===== src/rtl/uart_pkg.sv =====
// Shared types and helpers for the UART blocks.
// The PARITY state exists only when UART_TX_PARITY_EN is defined.
package uart_pkg;

   localparam int DATA_WIDTH   = 8;
   localparam int CLKS_PER_BIT = 868;

   typedef enum logic [2:0] {
      IDLE,
      FETCH,
      START,
      DATA,
`ifdef UART_TX_PARITY_EN
      PARITY,
`endif
      STOP
   } tx_state_t;

   // Narrower bytes are zero-extended, which leaves the XOR unchanged.
   function automatic logic calc_even_parity(input logic [31:0] d);
      return ^d;
   endfunction

endpackage


===== src/rtl/uart_baud_gen.sv =====
// Bit-period divider: counts 0..ClksPerBit-1 and ticks on the last count.
// Held at zero while clear is high so each bit starts on a full period.
module uart_baud_gen
   import uart_pkg::*;
#(
   parameter int ClksPerBit = CLKS_PER_BIT,
   localparam int CntW = $clog2(ClksPerBit)
) (
   input  logic            clk,
   input  logic            rst_n,
   input  logic            clear,
   output logic [CntW-1:0] count,
   output logic            tick
);

   localparam logic [CntW-1:0] LastCount = CntW'(ClksPerBit - 1);

   assign tick = !clear && (count == LastCount);

   always_ff @(posedge clk or negedge rst_n) begin
      if (!rst_n)
         count <= '0;
      else if (clear || tick)
         count <= '0;
      else
         count <= count + 1'b1;
   end

endmodule


===== src/rtl/uart_tx.sv =====
// UART transmit serialiser fed by a FIFO with a one-cycle registered read.
// Define UART_TX_PARITY_EN to insert an even-parity bit after the data bits.
module uart_tx
   import uart_pkg::*;
#(
   parameter int DataWidth  = DATA_WIDTH,
   parameter int ClksPerBit = CLKS_PER_BIT,
   parameter int StopBits   = 1
) (
   input  logic                 i_clk,
   input  logic                 i_rst_n,
   input  logic                 i_fifo_empty,
   input  logic [DataWidth-1:0] i_fifo_rd_data,
   output logic                 o_fifo_rd_en,
   output logic                 o_tx,
   output logic                 o_busy,
   output logic                 o_frame_done
);

   localparam int CntW = $clog2(ClksPerBit);
   localparam int IdxW = $clog2(DataWidth + 1);
   localparam logic [IdxW-1:0] LastData = IdxW'(DataWidth - 1);
   localparam logic [IdxW-1:0] LastStop = IdxW'(StopBits - 1);
   localparam logic [CntW-1:0] PreLast  = CntW'(ClksPerBit - 2);

   tx_state_t            state;
   logic [DataWidth-1:0] shift;
   logic [DataWidth-1:0] shift_next;
   logic [IdxW-1:0]      idx;
   logic [CntW-1:0]      count;
   logic                 tick;
   logic                 clear;

   assign clear        = (state == IDLE) || (state == FETCH);
   assign shift_next   = shift >> 1;
   assign o_fifo_rd_en = i_rst_n && (state == IDLE) && !i_fifo_empty;

`ifdef UART_TX_PARITY_EN
   logic [DataWidth-1:0] byte_q;
   logic                 parity_bit;
   assign parity_bit = calc_even_parity(32'(byte_q));
`endif

   uart_baud_gen #(.ClksPerBit(ClksPerBit)) u_baud (
      .clk   (i_clk),
      .rst_n (i_rst_n),
      .clear (clear),
      .count (count),
      .tick  (tick)
   );

   always_ff @(posedge i_clk or negedge i_rst_n) begin
      if (!i_rst_n) begin
         state        <= IDLE;
         shift        <= '0;
         idx          <= '0;
         o_tx         <= 1'b1;
         o_busy       <= 1'b0;
         o_frame_done <= 1'b0;
`ifdef UART_TX_PARITY_EN
         byte_q       <= '0;
`endif
      end else begin
         // Registered pulse: raised one cycle early so it lands on the last stop cycle.
         o_frame_done <= (state == STOP) && (idx == LastStop) && (count == PreLast);
         case (state)
            IDLE: begin
               if (!i_fifo_empty) begin
                  state  <= FETCH;
                  o_busy <= 1'b1;
               end
            end
            FETCH: begin
               shift <= i_fifo_rd_data;
`ifdef UART_TX_PARITY_EN
               byte_q <= i_fifo_rd_data;
`endif
               state <= START;
               o_tx  <= 1'b0;
            end
            START: begin
               if (tick) begin
                  state <= DATA;
                  o_tx  <= shift[0];
               end
            end
            DATA: begin
               if (tick) begin
                  shift <= shift_next;
                  if (idx == LastData) begin
                     idx   <= '0;
`ifdef UART_TX_PARITY_EN
                     state <= PARITY;
                     o_tx  <= parity_bit;
`else
                     state <= STOP;
                     o_tx  <= 1'b1;
`endif
                  end else begin
                     idx  <= idx + 1'b1;
                     o_tx <= shift_next[0];
                  end
               end
            end
`ifdef UART_TX_PARITY_EN
            PARITY: begin
               if (tick) begin
                  state <= STOP;
                  o_tx  <= 1'b1;
               end
            end
`endif
            STOP: begin
               if (tick) begin
                  if (idx == LastStop) begin
                     state  <= IDLE;
                     o_busy <= 1'b0;
                     idx    <= '0;
                  end else begin
                     idx <= idx + 1'b1;
                  end
               end
            end
            default: begin
               state  <= IDLE;
               o_busy <= 1'b0;
               o_tx   <= 1'b1;
            end
         endcase
      end
   end

endmodule


===== config.mk =====
export PLATFORM = sky130hd
export DESIGN_NAME = uart_tx
export DESIGN_NICKNAME = d
export VERILOG_FILES = /design/src/rtl/uart_pkg.sv /design/src/rtl/uart_baud_gen.sv /design/src/rtl/uart_tx.sv
export SDC_FILE = /design/constraint.sdc
export NUM_CORES = 1
export LEC_CHECK = 0
export CELL_PAD_IN_SITES_DETAIL_PLACEMENT = 1
export CELL_PAD_IN_SITES_GLOBAL_PLACEMENT = 1
export CORE_ASPECT_RATIO = 1.25
export CORE_MARGIN = 1
export CORE_UTILIZATION = 35
export CTS_CLUSTER_DIAMETER = 30
export CTS_CLUSTER_SIZE = 25
export DETAILED_ROUTE_END_ITERATION = 6
export PLACE_DENSITY_LB_ADDON = 0.1
export SYNTH_ARGS = -nofsm -noshare
export SYNTH_HDL_FRONTEND = slang
export SYNTH_SLANG_ARGS = --single-unit

===== constraint.sdc =====
create_clock -name i_clk -period 1.9 [get_ports i_clk]
set_input_delay 0.38 -clock i_clk [delete_from_list [all_inputs] [get_ports i_clk]]
set_output_delay 0.38 -clock i_clk [all_outputs]
set_load 0.02 [all_outputs]

==> flow_summary_export.csv <==
group,metric,value,unit
status,run_status,"complete, no violations",
global_route,grtUsageTotal,0.166,
yosys,yosysTopAreaCell,"dfrtp_1",
pwr,switchingPower,0.000462,W
global_route,grt_max_degree,33,
pwr,seq_power_share,0.470,
critical_path,cp.required,2.06,ns
routing,dr.pass1.iters,4,
clocking,hold_buffers,0,
pwr,p_clk_frac,0.292,
timing,max_freq,554,MHz
timing,finalHoldViolations,0,
routing,drt_drc_violations_left,0,
placement,place_ws,-0.283,ns
critical_path,rrSetupSlack,0.1,ns
floorplanning,die_h,76.1,um
critical_path,r2r-end,"idx[3]$_DFFE_PN0P_",
pwr,p_per_area,857,nW/um^2
pwr,leakage,0.743,nW
floorplanning,num_rows,26,
critical_path,crit_chain,"inv_1 > ha_1 > or3b_2 > mux2i_1 > nor2_1 > mux2_2",
yosys,synth-async-reset-ratio,1.00,
clocking,clock-sinks,28,
yosys,synth_edf_count,0,
global_route,antenna_found_initial,0,
pwr,p_int,0.00113,W
placement,place_inst,236,
global_route,grt_pass1_wl,5880,um
worst_hold_path,min_to,"u_baud.count[0]$_DFF_PN0_",
critical_path,slowest_stage,"or3b_2",
timing,post-route-min-period,1.80,ns
routing,drt_iter0_drc,52,
clocking,cts_max_path_buffers,2,
worst_hold_path,min_path_cells,1,
clocking,tritoncts,"built",
yosys,synth_area_leaders,"dfrtp_1, nand3_1, nor2_1, nor3b_1, xnor2_1",
pwr,combPwrFrac,0.238,
routing,met1_length,1590,um
critical_path,cp-end-kind,"flop",
floorplanning,pin_count,15,
layout,finalNonFillerCells,240,
routing,num_vias,1282,
yosys,synth_fp_nets,179,
timing,finalSetupViolCount,0,
clocking,clk-insertion-delay-late,0.28,ns
routing,routedWlPerCell,14.3,um
yosys,netlist_instances,164,
critical_path,startpoint_type,"flop",
worst_hold_path,hold_path.class,"flop to flop",
floorplanning,die_w,61.3,um
clocking,cts_root_buf,"clkbuf_8",
layout,post-route-util,0.447,
pwr,ir_worst_vdd,0.435,mV
critical_path,critPathBufInv,1,
critical_path,r2r-start,"idx[0]$_DFFE_PN0P_",
clocking,numCtsBuffers,3,
clocking,clk_pin_slew,0.09,ns
flow_run,max_cap_viol_count,0,
timing,fin_skew,0.00821,ns
layout,syn_to_final_growth,21.0,%
placement,dp.final_hpwl,2480,um
timing,maxSlewHeadroom,0.753,
yosys,yosysTopAreaCellShare,0.440,
routing,highest_layer,"met4",
worst_hold_path,min_from,"u_baud.count[0]$_DFF_PN0_",
yosys,ys_ff_latch,28,
layout,final_common_cell,"dfrtp_1",
layout,n_antenna_cell,0,
critical_path,critPathArrivalTime,1.97,ns
yosys,synth-seq-area-share,0.457,
timing,rsz0062_at_grt,"no",
critical_path,path_class,"flop to flop",
floorplanning,start_util,0.369,
timing,tns,0,ns
placement,io_buffer_count,14,
critical_path,crit_path_start,"idx[0]$_DFFE_PN0P_",
routing,antenna_left,0,
layout,fin_nets,200,
layout,final_cell_mix,"dfrtp_1, nor2_1, nand3_1",
timing,min_period_over_period,0.950,
floorplanning,die-area,4660,sq um
yosys,syn_area,1540,sq um
critical_path,cp_max_fo,4,
critical_path,cp_num_cells,6,
yosys,ys.flop_type,"dfrtp_1",
global_route,grt-ovfl-total,0,
routing,route.met2.wl,1700,um
routing,routed-wl-met3,77,um
critical_path,crit_family,"simple AND/OR/NAND/NOR gates",
critical_path,reg2regPathDepth,6,
timing,fin_ws,0.0953,ns
placement,gp_congestion,0.813,
pwr,finalPower,0.00159,W
timing,finalMaxSlewViolations,0,
yosys,avgSynthCellArea,9.37,sq um
global_route,grt_pass1_vias,1318,
floorplanning,coreArea,4160,sq um
routing,wl,3430,um
yosys,yosysWarnings,0,
timing,worst_pin_slew,0.370,ns
critical_path,crit_path_max_incr_delay,0.49,ns
yosys,synth.distinct_cells,39,
routing,vias_per_cell,5.34,
pwr,swShare,0.290,
clocking,htree_levels,1,
layout,drive_gt1_frac,0.136,
[routing by layer]
layer | global-route usage | up-vias
met5 | 0 | -
met4 | 0.0591 | 0
met3 | 0.0272 | 5
met2 | 0.277 | 19
met1 | 0.210 | 633
li1 | - | 625
[cell type report]
type,count,area [sq um]
well taps,56,70.1
repair buffers,25,218
multi-input cells,122,779
clock buffers,3,41.3
fillers,507,2300
clock inverters,1,30.0
flip-flops and latches,28,702
inverters,5,18.8
[worst max path at each step]
| stage | end | slack (ns) |
|---|---|---|
| finish | idx[3]$_DFFE_PN0P_ | 0.1 |
| global route | idx[3]$_DFFE_PN0P_ | 0.03 |
| CTS | o_fifo_rd_en | 0.02 |
| detailed placement | o_fifo_rd_en | -0.28 |
| global placement | o_fifo_rd_en | -0.23 |
| floorplan | idx[3]$_DFFE_PN0P_ | 0.26 |
[registers in the layout (all words and copies together), names as in the netlist]
name / flops
idx: 4
state: 3
o_busy: 1
shift: 8
u_baud.count: 10
o_frame_done: 1
o_tx: 1
[what timing repair did]
item                                    4_1_cts  5_1_grt
buffers inserted                              0        0
endpoints found under the setup margin        1        1
gates resized for setup                       2        1
[power by group through the flow]
stage	Clock (W)	Sequential, W	Combinational [W]
after floorplan	0	0.000749	0.000252
after global placement	0	0.000755	0.000370
after detailed placement	0	0.000761	0.000380
after CTS	0.000486	0.000749	0.000386
after global routing	0.000503	0.000759	0.000435
final	0.000466	0.000749	0.000379
[synthesized netlist by cell type (2+ instances only)]
library cell,n
nand3_1,17
o21ai_1,2
nor2b_1,2
buf_2,2
clkbuf_1,7
nand2_1,7
and4bb_2,2
nand4_1,8
inv_1,5
ha_1,4
a21oi_1,7
xnor2_1,6
a211oi_1,2
and3b_1,2
nor3b_1,9
xor2_1,2
nor2_1,20
mux2_2,3
o211ai_1,2
o21ai_0,5
dfrtp_1,27
nor3_1,6
[kinds of logic (layout without fill, tap and decap cells)]
group,count (synthesis),count (layout),share of synthesized area
AND/OR/NAND/NOR,83,83,0.310
flip-flops,28,28,0.457
AO/OA/AOI/OAI,23,23,0.0904
buffers and inverters,14,34,0.0358
XOR/XNOR,8,8,0.0456
adder cells (fa/ha/maj),4,4,0.0326
multiplexers,4,4,0.0285
[through the flow]
stage,hold WS [ns],cell area (sq um)
2_1_floorplan,0.0844,1540
6_report,0.506,1860
4_1_cts,0.511,1860
3_5_place_dp,0.499,1790
3_3_place_gp,0.493,1790
5_1_grt,0.554,1860
Power figures use the tool's default switching activity.
==> patch, RTL diff (config.mk and constraints unchanged) <==
Add a define of `UART_TX_PARITY_EN`.
--- a/src/rtl/uart_pkg.sv
+++ b/src/rtl/uart_pkg.sv
@@ -1,5 +1,7 @@
 // Shared types and helpers for the UART blocks.
 // The PARITY state exists only when UART_TX_PARITY_EN is defined.
+`define UART_TX_PARITY_EN
+
 package uart_pkg;
 
    localparam int DATA_WIDTH   = 8;
Behaviour: no difference found for any inputs over 10 cycles, from zero or initial values and one cycle with i_rst_n low; that may be too few to reach the edited logic, so the function may still have changed.
==> patch against the unedited design <==
Sequential cell count up 8. Design area rose by 27%. Routed wire length rose by 18%. Maximum frequency is 8.5% lower. The run now ends with negative setup slack left. Area after synthesis rose by 19%. Register-to-register slack lost 0.02 ns. Worst setup slack worse by 0.17 ns.
Power is not compared: it rests on default switching activity, and its combinational part moved more than twofold at a synthesized area within 25%.
==> patch: results <==
set metrics [dict create \
    cp.arrival_ns 1.59 \
    setup_viol 1 \
    drive_above_1_share 0.271 \
    syn-num-nets 187 \
    violations "negative setup slack" \
    hpwl_mm 2.80 \
    tns_ns -0.0733 \
    seq_area_frac_synth 0.493 \
    drt_pass1_iterations 3 \
    finalWirelength_mm 4.03 \
    status "finished with violations" \
    synth.area.top_cells "dfrtp_1, mux2_2, nor2_1, xnor2_1, mux2i_1" \
    synth-xor-area-share 0.0719 \
    synth_mux_area_frac 0.0945 \
    cts_buffers 5 \
    htreeDepth 2 \
    gp_congestion 0.743 \
    wl_per_cell_um 14.8 \
    grtUsageTotal 0.157 \
    grt_pass1_vias 1459 \
    synth_compound_area_frac 0.105 \
    cts.clk_slew.worst_paths_ns 0.07 \
    setup_slack_ns -0.0733 \
    finClkSkew_ns 0.00590 \
    yosys-top-cells-count "dfrtp_1, nor2_1" \
]
==> patch: stage by stage <==
step / power [uW] / hold WS, ns / instance area (um2) / setup WS (ns) / util
3_5_place_dp: 902 / 0.495 / 2150 / -0.684 / 0.427
4_1_cts: 1500 / 0.513 / 2270 / -0.0796 / 0.450
6_report: 1470 / 0.507 / 2350 / -0.0733 / 0.466
5_1_grt: 1540 / 0.525 / 2350 / -0.182 / 0.466
3_3_place_gp: 897 / 0.496 / 2150 / -0.633 / 0.427
2_1_floorplan: 851 / 0.0844 / 1830 / 0.0111 / -
==> patch: cell type report <==
| class | instances | area, um2 |
|---|---|---|
| fill | 559 | 2690 |
| multi-input combinational | 123 | 917 |
| sequential | 36 | 903 |
| timing repair buffer | 36 | 328 |
| clock buffer | 7 | 96.3 |
| tap | 62 | 77.6 |
| inverter | 8 | 30.0 |
==> patch: critical path: stages (launching register included) <==
cell	delay (ns)
dfrtp_1	0.39
ha_2	0.19
and3b_1	0.19
nand2_2	0.08
o21ai_2	0.07
nor4b_2	0.21
buf_4	0.18
==> patch: logic make-up after synthesis <==
family,Yosys count
and+or+nand+nor,59
adders and majority gates,4
AOI/OAI and AO/OA,29
DFF,36
buffers and inverters,13
muxes,16
xor gates and xnor gates,15
==> patch: worst max-delay path by stage <==
stage | from | end | slack, ns | depth (start not counted)
6_report | idx[0]$_DFFE_PN0P_ | o_fifo_rd_en | -0.07 | 6
5_1_grt | idx[0]$_DFFE_PN0P_ | o_fifo_rd_en | -0.18 | 6
4_1_cts | idx[1]$_DFFE_PN0P_ | o_fifo_rd_en | -0.08 | 6
3_5_place_dp | i_fifo_empty | o_fifo_rd_en | -0.68 | 5
3_3_place_gp | i_fifo_empty | o_fifo_rd_en | -0.63 | 5
2_1_floorplan | idx[0]$_DFFE_PN0P_ | o_fifo_rd_en | 0.01 | 5
==> patch: metal layers <==
layer / routed length (um) / GRT usage / vias to the layer above
met4: 76 / 0.0522 / 0
li1: - / - / 670
met1: 1720 / 0.194 / 686
met2: 2160 / 0.269 / 14
met3: 66 / 0.0288 / 7
met5: 0 / 0 / -
==> patch: where the power goes <==
group | internal [uW] | total, uW | leakage [uW] | switching (uW)
registers | 784 | 794 | 0.000440 | 10.6
clock network | 323 | 587 | 0.0000503 | 264
logic | 49.1 | 90.1 | 0.000576 | 41.0
==> patch: repair_timing <==
action                                  in CTS  in global routing
buffers inserted                             1                  4
gates resized for setup                     11                  9
endpoints found under the setup margin       1                 12
pin swaps                                    4                  4
endpoints found under the hold margin        0                  0
